**config.mk**
```make
export PLATFORM = sky130hd
export DESIGN_NAME = rr_mux4_arbiter
export DESIGN_NICKNAME = d
export VERILOG_FILES = /design/src/rtl/rr_mux4_arbiter_pkg.sv /design/src/rtl/mux4.sv /design/src/rtl/rr_pick4.sv /design/src/rtl/rr_mux4_arbiter.sv
export SDC_FILE = /design/constraint.sdc
export NUM_CORES = 1
export LEC_CHECK = 0
export CORE_ASPECT_RATIO = 0.9
export CORE_UTILIZATION = 40
export DETAILED_ROUTE_END_ITERATION = 12
export HOLD_SLACK_MARGIN = 0.05
export PLACE_DENSITY = 0.76
export SLEW_MARGIN = 10
export SYNTH_ARGS = -nofsm -noshare
export SYNTH_HDL_FRONTEND = slang
export SYNTH_SLANG_ARGS = --single-unit
```
**constraint.sdc**
```tcl
create_clock -name clk -period 5.52 [get_ports clk]
set_input_delay 1.656 -clock clk [delete_from_list [all_inputs] [get_ports clk]]
set_output_delay 1.656 -clock clk [all_outputs]
set_load 0.01 [all_outputs]
```
**src/rtl/rr_mux4_arbiter_pkg.sv**
```systemverilog
// Shared types for the round-robin 4:1 mux arbiter.
package rr_mux4_arbiter_pkg;

  localparam int N_REQ = 4;

  typedef logic [1:0] sel_t;

  typedef enum logic {
    EMPTY = 1'b0,
    FULL  = 1'b1
  } arb_state_t;

endpackage

```
**src/rtl/mux4.sv**
```systemverilog
// Plain W-bit 4:1 multiplexer shared by the arbiter data path.
module mux4 #(
  parameter int W = 4
) (
  input  logic [W-1:0] d0,
  input  logic [W-1:0] d1,
  input  logic [W-1:0] d2,
  input  logic [W-1:0] d3,
  input  logic [1:0]   sel,
  output logic [W-1:0] y
);

  // Select one of four words.
  always_comb begin
    y = d0;
    case (sel)
      2'd0: y = d0;
      2'd1: y = d1;
      2'd2: y = d2;
      2'd3: y = d3;
      default: y = d0;
    endcase
  end

endmodule

```
**src/rtl/rr_pick4.sv**
```systemverilog
// Combinational round-robin picker: first requester set, searching
// last+1, last+2, last+3, last (all modulo 4).
module rr_pick4
  import rr_mux4_arbiter_pkg::*;
(
  input  logic [3:0] req,
  input  sel_t       last,
  output sel_t       gnt,
  output logic       any
);

  logic [7:0] req2;
  logic [2:0] start;
  logic [3:0] rot;
  sel_t       off;

  // Rotate the request vector so bit 0 is the highest-priority slot, then
  // priority-encode and rotate the index back.
  always_comb begin
    req2  = {req, req};
    start = {1'b0, last} + 3'd1;
    rot   = req2[start +: 4];
    off   = 2'd0;
    if (rot[0])      off = 2'd0;
    else if (rot[1]) off = 2'd1;
    else if (rot[2]) off = 2'd2;
    else if (rot[3]) off = 2'd3;
    gnt = last + 2'd1 + off;
    any = |req;
  end

endmodule

```
**src/rtl/rr_mux4_arbiter.sv**
```systemverilog
// Round-robin arbiter sharing one 4:1 mux among four valid/ready requesters,
// feeding a one-entry registered output channel.
// Optional feature macro RR_ARB_BURST_EN: allows up to MAX_BURST consecutive
// grants to the same requester before rotating.
//
// Handshake: a word moves on a rising edge when valid and ready are both high
// on that channel; valid never depends on ready of the same channel, while
// in_ready depends combinationally on in_valid and out_ready.
module rr_mux4_arbiter
  import rr_mux4_arbiter_pkg::*;
#(
  parameter int W         = 4,
  parameter int MAX_BURST = 4
) (
  input  logic         clk,
  input  logic         rst_n,
  input  logic [3:0]   in_valid,
  input  logic [W-1:0] d0,
  input  logic [W-1:0] d1,
  input  logic [W-1:0] d2,
  input  logic [W-1:0] d3,
  output logic [3:0]   in_ready,
  output logic         out_valid,
  input  logic         out_ready,
  output logic [W-1:0] out_data,
  output logic [1:0]   out_src,
  output logic         dbg_state
);

  if (MAX_BURST < 1) begin : g_bad_max_burst
    $error("MAX_BURST must be at least 1");
  end

  arb_state_t   state_q, state_d;
  logic [W-1:0] data_q, data_d;
  sel_t         src_q, src_d;
  sel_t         last_q, last_d;

  sel_t         pick_gnt;
  logic         any;
  sel_t         g;
  logic [W-1:0] mux_y;
  logic         can_load;
  logic         accept;

  rr_pick4 u_pick (
    .req  (in_valid),
    .last (last_q),
    .gnt  (pick_gnt),
    .any  (any)
  );

`ifdef RR_ARB_BURST_EN
  localparam int CNT_W = $clog2(MAX_BURST + 1);

  logic [CNT_W-1:0] cnt_q, cnt_d;
  logic             hold;

  // Keep granting the previous winner while it still requests and has burst
  // budget left; a non-zero count means the last accept went to last_q.
  always_comb begin
    hold  = (cnt_q != '0) && in_valid[last_q] && (int'(cnt_q) < MAX_BURST);
    g     = hold ? last_q : pick_gnt;
    cnt_d = cnt_q;
    if (accept)        cnt_d = hold ? cnt_q + CNT_W'(1) : CNT_W'(1);
    else if (can_load) cnt_d = '0;
  end

  // Burst counter register.
  always_ff @(posedge clk or negedge rst_n) begin
    if (!rst_n) cnt_q <= '0;
    else        cnt_q <= cnt_d;
  end
`else
  assign g = pick_gnt;
`endif

  mux4 #(.W(W)) u_mux (
    .d0  (d0),
    .d1  (d1),
    .d2  (d2),
    .d3  (d3),
    .sel (g),
    .y   (mux_y)
  );

  // Accept only out of reset so in_ready stays low while rst_n is asserted.
  assign can_load = (state_q == EMPTY) | out_ready;
  assign accept   = can_load & any & rst_n;

  // One-hot ready to the granted requester on an accept.
  always_comb begin
    in_ready = 4'b0000;
    if (accept) in_ready[g] = 1'b1;
  end

  // Output-slot FSM: next state and register loads.
  always_comb begin
    state_d = state_q;
    data_d  = data_q;
    src_d   = src_q;
    last_d  = last_q;
    case (state_q)
      EMPTY: begin
        if (accept) state_d = FULL;
      end
      FULL: begin
        if (out_ready && !accept) state_d = EMPTY;
      end
      default: state_d = EMPTY;
    endcase
    if (accept) begin
      data_d = mux_y;
      src_d  = g;
      last_d = g;
    end
  end

  // State and data registers.
  always_ff @(posedge clk or negedge rst_n) begin
    if (!rst_n) begin
      state_q <= EMPTY;
      data_q  <= '0;
      src_q   <= 2'd0;
      last_q  <= 2'd3;
    end else begin
      state_q <= state_d;
      data_q  <= data_d;
      src_q   <= src_d;
      last_q  <= last_d;
    end
  end

  assign out_valid = (state_q == FULL);
  assign out_data  = data_q;
  assign out_src   = src_q;
  assign dbg_state = state_q;

endmodule

```
* Word level (Yosys, flattened, before mapping)
Cells that the tools add are included.
** Storage, ports and cells
- Register bits :: 9
- Input bits :: 23
- Logic and storage cells :: 33
** Cells by class
- Add/sub/neg operators :: 3
- $lt $le $gt $ge :: 2
- Equal/unequal tests :: 3
- Shift-type cells :: 1
- Multiplexer cells :: 11
- Bitwise logic cells :: 4
- Reductions and logical operators :: 5
** Operator list (count)
- one-hot mux 4 bit (4 select lines) :: 1
- 2-to-1 mux 2 bit :: 4
- variable part select 8 x 4 -> 4 bit :: 1
- == test 2 bit, second input constant :: 2
- 2-to-1 mux 4 bit :: 1
- OR reduction 4 bit :: 1
- adder 2 x 1 -> 3 bit, second input constant :: 1
- less-than comparator 2 x 3 -> 1 bit, second input constant :: 1
- 2-to-1 mux 1 bit :: 3
- adder 2 x 1 -> 2 bit, second input constant :: 1
- adder 2 bit :: 1
- AND 1 bit :: 2
- demux 1 bit (select 2 bit) :: 1
- == test 2 x 1 -> 1 bit, second input constant :: 1
- >= comparator 2 x 1 -> 1 bit, second input constant :: 1
- logical AND 1 bit :: 2
- logical NOT 2 bit :: 1
- one-hot mux 1 bit (2 select lines) :: 1
- logical NOT 1 bit :: 1
- inverter 1 bit :: 1
- OR 1 bit :: 1

* Depth between registers and ports, before layout
Gate-level depths: netlist (run 1).
- Depth after elaboration :: 12
- Depth in mapped cells :: 11
- Gate-level depth less buffers :: 10

* Modules after synthesis
From an unflattened synthesis (run 1), not the netlist that was laid out.
** Second synthesis, totals
- Cell total of the unflattened synthesis :: 60
- Area, all modules :: 723.2 um2
** Modules (own cells, without submodules)
- rr_mux4_arbiter :: instances 1, cells each 27, area each 431.7 um2
- rr_pick4 :: instances 1, cells each 29, area each 186.4 um2
- mux4 :: instances 1, cells each 4, area each 105.1 um2

* Worst setup path after synthesis (run 1)
Ideal clock, no wire load.
- Path kind :: input to output
- From :: input port in_valid[1]
- To :: output port in_ready[3]
- Arrival time :: 3518 ps
- Slack :: 346 ps
- Stages on the path :: 9
- Path buffers :: 2
- Cell sequence :: buf_6 or3_1 o221ai_1 a21oi_1 ha_1 xor2_2 xnor2_4 buf_6 nor3b_1
** On the way
- Cells in the longest elaborated chain, start to end :: 11
- Elaborated cells on any way between the ends :: 15
** Ends and longest elaborated chain
- from (decl) :: RTL line rr_mux4_arbiter.sv:17 : input logic [3:0] in_valid,
- variable part select 8 x 4 -> 4 bit :: RTL line rr_pick4.sv:22 : rot = req2[start +: 4];
- 2-to-1 mux 2 bit :: RTL line rr_pick4.sv:27 : else if (rot[3]) off = 2'd3;
- 2-to-1 mux 2 bit :: RTL line rr_pick4.sv:26 : else if (rot[2]) off = 2'd2;
- 2-to-1 mux 2 bit :: RTL line rr_pick4.sv:25 : else if (rot[1]) off = 2'd1;
- 2-to-1 mux 2 bit :: RTL line rr_pick4.sv:24 : if (rot[0]) off = 2'd0;
- adder 2 bit :: RTL line rr_pick4.sv:28 : gnt = last + 2'd1 + off;
- less-than comparator 2 x 3 -> 1 bit (implied by the code) / >= comparator 2 x 1 -> 1 bit (equally long branches) :: RTL line rr_mux4_arbiter.sv:94 : if (accept) in_ready[g] = 1'b1;
- logical AND 1 bit (implied by the code) :: RTL line rr_mux4_arbiter.sv:94
- 2-to-1 mux 1 bit (implied by the code) :: RTL line rr_mux4_arbiter.sv:94
- demux 1 bit (select 2 bit) :: RTL line rr_mux4_arbiter.sv:94
- 2-to-1 mux 4 bit * :: RTL line rr_mux4_arbiter.sv:94
- to (decl) :: RTL line rr_mux4_arbiter.sv:22 : output logic [3:0] in_ready,
Mark *: on every way between the ends. The rest lies on a longest branch, timed or not.

* Worst setup path after layout (run 1)
- From :: input port in_valid[2]
- To :: output port in_ready[0]
The elaborated chain is that of the path after synthesis.

==> impl_table.tex, run 1 <==
\begin{tabular}{lr}
\hline
Metric & Value \\
\hline
\multicolumn{2}{l}{\textbf{Power}} \\
Worst-case vdd ir drop & about 400 uV \\
Net switching fraction of the power & 0.416 \\
Proportion of power drawn by combinational gates & 0.722 \\
Register share of total power & 0.199 \\
Power dissipated by switching net loads & 0.000280 W \\
Cell Pwr Density & 539 nW/um\^{}2 \\
Leak & approximately 0.54 nW \\
Clock power frac & 0.078 \\
Cell-internal power & between 0.0003 and 0.0004 W \\
\multicolumn{2}{l}{\textbf{Logic synthesis}} \\
Post-synthesis cell type with the largest combined area & dfrtp\_1 \\
Distinct cell type count of the synthesized netlist & 32 \\
Number of synthesized register bits & 9 \\
Dominant synthesized flop cell & dfrtp\_1 \\
Sequential-to-total area share from yosys stat & 0.302 \\
Instance count of the mapped netlist & 82 \\
Mux contribution to synthesized area & 0.0796 \\
Cell Area, Synth & between 700 and 800 sq um \\
Area share of xor/xnor cells in the synthesized design & 0.0580 \\
Syn nets & roughly 110 \\
Synth cell count leaders & nand2\_1 (14), dfrtp\_1 (7), mux2i\_1 (6) \\
Most frequent cell after synthesis & nand2\_1 \\
Synthesis Warnings & 0 \\
Synth Area in Adders & 0.0166 \\
Fraction of registers with async set or reset after synthesis & 1.00 \\
Top area cells in the synthesized netlist & dfrtp\_1 (23\%), mux2i\_1 (8.0\%), dfstp\_2 (7.0\%), nand2\_1 (7.0\%), o211ai\_1 (5.0\%) \\
Share of Yosys cell area claimed by the top area cell type & 0.232 \\
Synthesized area divided by synthesized cell count & a little over 9 sq um \\
Number of synthesized flops with an enable pin & 0 \\
Combinational family with the most area after synthesis & compound AO/OA/AOI/OAI gates \\
Compound-Gate Fraction of Synth Area & 0.275 \\
Post-Synth Simple-Gate Area & 0.202 \\
\multicolumn{2}{l}{\textbf{Clocking}} \\
\# clock sinks & 9 \\
Clock-pin slew reported for the worst setup and hold paths after clock tree synthesis & $\sim$70 ps \\
CTS tree & done \\
Number of buffers inserted during clock tree synthesis & 3 \\
Number of buffers added to fix hold violations after cts & 0 \\
Largest buffer count on any clock path & 2 \\
Clk\_lat worst skew & around 270 ps \\
Master cell of the clock root buffer & clkbuf\_4 \\
Post-CTS Repair Setup Buffers & 0 \\
CTS H-tree depth & 1 \\
\multicolumn{2}{l}{\textbf{Worst setup path}} \\
Kind of cell adding the most delay to the critical path & buffers and inverters \\
Worst EP arrival & $\sim$3700 ps \\
Bufs and invs on worst path & 3 \\
Critical-path cell with the highest stage delay & clkdlybuf4s50\_1 \\
Cells traversed along the worst timing path & clkdlybuf4s50\_1 -> nor2\_1 -> o211ai\_1 -> o221ai\_1 -> a21oi\_1 -> ha\_2 -> xor2\_4 -> xnor2\_4 -> buf\_4 -> nor2\_1 -> clkbuf\_2 \\
Endpoint kind of the worst setup timing path & primary output \\
Critical path start-end classification & in2out \\
Worst path required time & roughly 3900 ps \\
Maximum cell stage delay along the critical path & between 500 and 600 ps \\
Worst-case register-to-register setup slack & roughly 3100 ps \\
Worst setup path startpoint & in\_valid[2] \\
R2R Path Start & last\_q[0] \\
Maximum fanout count along the critical path & 7 \\
Dominant cell type by count on the critical path & nor2\_1 \\
R2R cell count & 11 \\
Destination of the worst register-to-register timing path & out\_data[2] \\
Setup crit start kind & primary input \\
\multicolumn{2}{l}{\textbf{STA}} \\
FMAX & 0.186 GHz \\
Hold violation total from the final report & 0 \\
Total negative slack for setup checks & 0 ps \\
\# setup viols final & 0 \\
Slew of the pin with the lowest slew margin & 331 ps \\
Worst-case clock skew & around 7 ps \\
Unrepaired setup endpoints after global routing & false \\
Max Transition Viols Final & 0 \\
Final period demand of the worst path & between 5000 and 6000 ps \\
Normalized max-slew margin & 0.778 \\
Period Utilization, post-route & 0.974 \\
\multicolumn{2}{l}{\textbf{Place}} \\
Post-Place Cell Area & 1200 sq um \\
Routability congestion estimate & roughly 0.80 \\
Input/output buffers & 34 \\
Detail Placement HPWL & around 1.7 mm \\
\multicolumn{2}{l}{\textbf{GRT}} \\
Pin count of the biggest net entering global routing & 10 \\
Global-route wire length before repair & between 3 and 4 mm \\
Overall track demand over capacity in global routing & 0.237 \\
Vias in the first global route & roughly 770 \\
Overflow left after global routing & 0 \\
Antenna violations before repair & 0 \\
\multicolumn{2}{l}{\textbf{Drt}} \\
Remaining antenna violation count after routing & 0 \\
Total number of vias & between 800 and 900 \\
Via density & between 5 and 6 \\
1st-iter DRT viols & 9 \\
Number of detailed-routing iterations run before antenna repair & 4 \\
Remaining DRCs & 0 \\
Total wire length after detailed routing & 2.14 mm \\
Drt wl/cell & 14.0 um \\
\multicolumn{2}{l}{\textbf{Worst hold path}} \\
Endpoint of the worst hold-timing path & out\_src[1] \\
Hold path cells & 2 \\
Hold/Removal Path Class & reg2reg \\
Min-delay src & out\_src[1] \\
\multicolumn{2}{l}{\textbf{Final layout}} \\
Proportion of layout cells with a drive suffix above 1 & 0.256 \\
Cell area after layout & about 1200 sq um \\
Area growth syn-to-layout & 65.3\% \\
\# diodes & 0 \\
NumNets Final & 154 \\
Number of filler instances in the final layout & 144 \\
\multicolumn{2}{l}{\textbf{Die}} \\
Effective utilization at floorplan & 0.440 \\
Floorplan die width & approximately 48 um \\
Standard-cell row count & 14 \\
Count of pins on the block boundary & 35 \\
Floorplan die area & just over 2000 sq um \\
Die height & approximately 43 um \\
Core region area & $\sim$1700 sq um \\
\multicolumn{2}{l}{\textbf{Run}} \\
Reported max-cap violation count & 0 \\
\multicolumn{2}{l}{\textbf{Outcome}} \\
Outcome & finished clean \\
\hline
\end{tabular}
placed cells by master, fill, tap and decap left out, types with 2 or more instances in the layout:
cell type	n
a21oi_1	2
a32oi_1	3
buf_4	16
clkbuf_4	3
clkdlybuf4s50_1	28
dfrtp_1	7
dfstp_2	2
dlygate4sd2_1	2
mux2i_1	6
nand2_1	14
nand2b_1	3
nor2_1	3
nor2b_1	2
nor3_1	2
nor3b_2	2
o211ai_1	5
o21a_1	4
o21ai_0	5
power by group through the flow:
stage	Sequential, W	Clock (W)	Combinational [W]
6_report	0.000134	0.0000526	0.000486
5_1_grt	0.000139	0.0000584	0.000523
4_1_cts	0.000131	0.0000550	0.000466
3_5_place_dp	0.000132	0	0.000469
3_3_place_gp	0.000130	0	0.000463
2_1_floorplan	0.000128	0	0.000287
flip-flops by register name, summed over array words and instances (netlist names):
name	flops
out_data	4
last_q	2
out_src	2
dbg_state	1
worst max-delay path by stage:
stage / end / slack (ps) / cells past startpoint
6_report: in_ready[0] / 140 / 11
5_1_grt: in_ready[1] / 20 / 11
4_1_cts: in_ready[1] / 10 / 10
3_5_place_dp: in_ready[1] / -430 / 11
3_3_place_gp: in_ready[0] / -390 / 10
2_1_floorplan: in_ready[3] / 350 / 9
layout make-up:
type	count	area, sq um	share of cell area
Inverter	1	3.75	0.00301
Clock inverter	1	5.00	0.00401
Tap cell	24	30.0	0.0241
Timing Repair Buffer	50	450	0.361
Clock buffer	3	22.5	0.0181
Multi-Input combinational cell	65	508	0.407
Sequential cell	9	228	0.183
through the flow:
| stage | total power [W] | instances | setup slack [ps] | hold WS (ps) | utilization |
|---|---|---|---|---|---|
| after floorplan | 0.000415 | 82 | 346 | 514 | - |
| after global placement | 0.000593 | 149 | -390 | 467 | 0.698 |
| after detailed placement | 0.000601 | 149 | -434 | 464 | 0.698 |
| after CTS | 0.000652 | 153 | 14.2 | 492 | 0.713 |
| after global routing | 0.000721 | 153 | 18.7 | 540 | 0.727 |
| final | 0.000673 | 153 | 143 | 487 | 0.727 |
layer usage:
layer,track usage,vias to the layer above,part of all wire
met1,0.295,393,0.42
met3,0.0638,4,0.053
met2,0.381,30,0.51
met4,0.0833,0,0.015
li1,-,394,-
met5,0,-,0
tightest hold or removal path, stage by stage (launching register included):
cell	delay, ps
dfrtp_1	350
nand2_1	50
nand2_1	50
repair_timing:
| action | in CTS | in global routing |
|---|---|---|
| gates resized for setup | 8 | 10 |
| endpoints found under the setup margin | 4 | 4 |
| endpoints found under the hold margin | 0 | 0 |
cell families after synthesis:
| logic type | after synthesis |
|---|---|
| DFF | 9 |
| AOI/OAI and AO/OA | 26 |
| muxes | 6 |
| xor gates and xnor gates | 2 |
| buffers and inverters | 8 |
| and+or+nand+nor | 30 |
| adders and majority gates | 1 |
Note: power is estimated with default switching activity, not from simulation.
==> run 2: changes to the inputs <==
--- a/config.mk
+++ b/config.mk
@@ -5,11 +5,12 @@
 export SDC_FILE = /design/constraint.sdc
 export NUM_CORES = 1
 export LEC_CHECK = 0
+export CAP_MARGIN = 20
 export CORE_ASPECT_RATIO = 0.9
-export CORE_UTILIZATION = 40
+export CORE_UTILIZATION = 43
 export DETAILED_ROUTE_END_ITERATION = 12
 export HOLD_SLACK_MARGIN = 0.05
-export PLACE_DENSITY = 0.76
+export PLACE_DENSITY = 0.81
 export SLEW_MARGIN = 10
 export SYNTH_ARGS = -nofsm -noshare
 export SYNTH_HDL_FRONTEND = slang
==> constraint.sdc (replaced) <==
create_clock -name clk -period 6.9 [get_ports clk]
set_input_delay 2.07 -clock clk [delete_from_list [all_inputs] [get_ports clk]]
set_output_delay 2.07 -clock clk [all_outputs]
set_load 0.01 [all_outputs]
==> run 2 against run 1 <==
Compared with the run above:
- clock power fell by 19%
- non-clock buffer count shrank 8
- first-iteration DRC count grew to 2.9 times the previous value
- critical path depth down 2
- power down 25%
- via count is 5.5% lower
- sequential share of layout area increased by 1.3 points
- routed wire length decreased by 5.3%
- core utilization is 2.6 points higher
- clock-buffer cell count grew 1
==> impl_table.tex, run 2 (synthesis results as in run 1) <==
\begin{tabular}{lr}
\hline
Metric & Value \\
\hline
\multicolumn{2}{l}{\textbf{Outcome}} \\
Outcome & finished clean \\
\multicolumn{2}{l}{\textbf{Die}} \\
Core region area & 1550 sq um (-10\%) \\
Floorplan die area & 1930 sq um (-6.7\%) \\
Floorplan die width & 46.2 um (-3.4\%) \\
Die height & 41.7 um (-3.4\%) \\
Count of pins on the block boundary & 35 (unchanged) \\
Effective utilization at floorplan & 0.488 (+0.0488) \\
Standard-cell row count & 13 (-1) \\
\multicolumn{2}{l}{\textbf{Final layout}} \\
Final standard cell utilization of the core & 0.752 (+0.0256) \\
Footprint of the multi-input gates & 477 sq um (-6.2\%) \\
Number of flip-flops in the largest register & 4 (unchanged) \\
Area growth syn-to-layout & 54.1\% \\
Number of filler instances in the final layout & 125 (-13\%) \\
Top library cells by usage in the layout, fill and taps aside & clkdlybuf4s50\_1 (34), nand2\_1 (14), buf\_4 (8) \\
Most frequent standard cell in the layout excluding fill and tap cells & clkdlybuf4s50\_1 \\
\# diodes & 0 (unchanged) \\
Register area & 228 sq um (unchanged) \\
Proportion of layout cells with a drive suffix above 1 & 0.149 (-0.107) \\
NumNets Final & 146 (-5.2\%) \\
\multicolumn{2}{l}{\textbf{Place}} \\
Detail Placement HPWL & 1.52 mm (-8.9\%) \\
Input/output buffers & 34 (unchanged) \\
Routability congestion estimate & 0.814 (+2.2\%) \\
Worst setup timing slack at the placement stage & 154 ps (+587 ps) \\
\multicolumn{2}{l}{\textbf{STA}} \\
Slew of the pin with the lowest slew margin & 610 ps (+278 ps) \\
Max Transition Viols Final & 0 (unchanged) \\
FMAX & 0.149 GHz \\
Normalized max-slew margin & 0.593 (-0.186) \\
Smallest hold slack & 493 ps (+5.26 ps) \\
Final WS setup & 183 ps (+39.3 ps) \\
Hold violation total from the final report & 0 (unchanged) \\
Worst-case clock skew & 7.25 ps (+0.265 ps) \\
Final period demand of the worst path & 6720 ps \\
Period Utilization, post-route & 0.974 \\
Total negative slack for setup checks & 0 ps (unchanged) \\
\# setup viols final & 0 (unchanged) \\
\multicolumn{2}{l}{\textbf{Worst setup path}} \\
Dominant cell type by count on the critical path & clkdlybuf4s50\_1 \\
Worst path required time & 4830 ps (+970 ps) \\
Endpoint kind of the worst setup timing path & primary output \\
Destination of the worst register-to-register timing path & out\_data[3] \\
Cells traversed along the worst timing path & clkdlybuf4s50\_1 -> or3\_1 -> o221ai\_1 -> a21oi\_1 -> ha\_1 -> xor2\_2 -> xnor2\_4 -> nor3b\_1 -> clkdlybuf4s50\_1 \\
R2R Path Start & last\_q[0] \\
Critical-path cell with the highest stage delay & clkdlybuf4s50\_1 \\
Critical path start-end classification & in2out \\
Worst EP arrival & 4650 ps (+930 ps) \\
R2R cell count & 12 (+1) \\
Setup crit start kind & primary input \\
Maximum fanout count along the critical path & 7 (unchanged) \\
Worst Setup EP & in\_ready[3] \\
Worst-case register-to-register setup slack & 4270 ps (+1200 ps) \\
Worst setup path startpoint & in\_valid[1] \\
Maximum cell stage delay along the critical path & 560 ps (+20 ps) \\
\multicolumn{2}{l}{\textbf{Drt}} \\
1st-iter DRT viols & 26 (+17) \\
Remaining DRCs & 0 (unchanged) \\
Total number of vias & 776 (-5.5\%) \\
Drt wl/cell & 14.1 um (+1.3\%) \\
Via density & 5.43 (+1.1\%) \\
Total wire length after detailed routing & 2.02 mm (-5.3\%) \\
Remaining antenna violation count after routing & 0 (unchanged) \\
Number of detailed-routing iterations run before antenna repair & 4 (unchanged) \\
\multicolumn{2}{l}{\textbf{Clocking}} \\
Clk\_lat worst skew & 270 ps (about the same) \\
CTS tree & done \\
Number of buffers inserted during clock tree synthesis & 3 (unchanged) \\
CTS H-tree depth & 1 (unchanged) \\
\# clock sinks & 9 (unchanged) \\
CTS resizes & 0 (-8) \\
Master cell of the clock root buffer & clkbuf\_4 \\
Clock-pin slew reported for the worst setup and hold paths after clock tree synthesis & 70 ps (about the same) \\
Largest buffer count on any clock path & 2 (unchanged) \\
\multicolumn{2}{l}{\textbf{GRT}} \\
Overall track demand over capacity in global routing & 0.242 (+0.00537) \\
Overflow left after global routing & 0 (unchanged) \\
Vias in the first global route & 694 (-9.5\%) \\
Antenna violations before repair & 0 (unchanged) \\
Pin count of the biggest net entering global routing & 11 (+1) \\
Global-route wire length before repair & 3.33 mm (+0.42\%) \\
\multicolumn{2}{l}{\textbf{Worst hold path}} \\
Hold path cells & 2 (unchanged) \\
Hold/Removal Path Class & reg2reg \\
\multicolumn{2}{l}{\textbf{Run}} \\
Reported max-cap violation count & 0 (unchanged) \\
\multicolumn{2}{l}{\textbf{Power}} \\
Worst-case vdd ir drop & 340 uV (-17\%) \\
Leak & 0.472 nW (-13\%) \\
Cell Pwr Density & 434 nW/um\^{}2 (-19\%) \\
Power, Total & 0.000505 W (-25\%) \\
\hline
\end{tabular}
run 2: final cells by class:
| cell class | instances | area share |
|---|---|---|
| Clock buffer | 4 | 0.0226 |
| Inverter | 1 | 0.00323 |
| Multi-Input combinational cell | 65 | 0.410 |
| Sequential cell | 9 | 0.196 |
| Tap cell | 22 | 0.0237 |
| Timing Repair Buffer | 42 | 0.344 |
run 2: where the power goes:
group / switching [W] / internal [W] / leakage [nW]
logic: 0.000171 / 0.000187 / 0.350
clock network: 0.0000202 / 0.0000224 / 0.0150
registers: 0.0000227 / 0.0000813 / 0.107
run 2: critical path: cells and delay by family:
family | cells | cell delay, ps
adders and majority gates | 1 | 220
AOI/OAI and AO/OA | 2 | 250
xor gates and xnor gates | 2 | 420
and+or+nand+nor | 2 | 620
buffers and inverters | 2 | 1060
run 2: per-stage QoR:
stage | std cells | area (sq um)
5_1_grt | 143 | 1160
3_3_place_gp | 137 | 1120
2_1_floorplan | 82 | 754
6_report | 143 | 1160
4_1_cts | 141 | 1150
3_5_place_dp | 137 | 1120
run 2: per-layer routing:
metal  up-vias  routed length (um)  share of wire  GRT usage
met5         -                   0              0          0
met4         0                  34          0.017      0.106
met3         5                 118          0.058     0.0522
met2        27                 976           0.48      0.358
met1       366                 893           0.44      0.332
li1        378                   -              -          -
run 2: worst min path at each step:
stage	to	from	slack, ps
after floorplan	out_src[1]	out_src[1]	510
after global placement	out_src[1]	out_src[1]	470
after detailed placement	out_src[1]	out_src[1]	480
after CTS	out_src[1]	out_src[1]	500
after global routing	out_src[1]	out_src[1]	560
final	out_src[0]	out_src[0]	490
run 2: repair_timing:
item                       4_1_cts  5_1_grt
setup endpoints to repair        0        3
hold buffers                     0        0
buffers inserted                 0        2
==> run 3: changes to the inputs <==
--- a/config.mk
+++ b/config.mk
@@ -5,13 +5,14 @@
 export SDC_FILE = /design/constraint.sdc
 export NUM_CORES = 1
 export LEC_CHECK = 0
+export ABC_CLOCK_PERIOD_IN_PS = 6900
 export CAP_MARGIN = 20
 export CORE_ASPECT_RATIO = 0.9
 export CORE_UTILIZATION = 43
 export DETAILED_ROUTE_END_ITERATION = 12
 export HOLD_SLACK_MARGIN = 0.05
 export PLACE_DENSITY = 0.81
-export SLEW_MARGIN = 10
+export SLEW_MARGIN = 20
 export SYNTH_ARGS = -nofsm -noshare
 export SYNTH_HDL_FRONTEND = slang
 export SYNTH_SLANG_ARGS = --single-unit
==> results of run 3 <==
Final layout, timing and power as in run 2 (identical DEF).
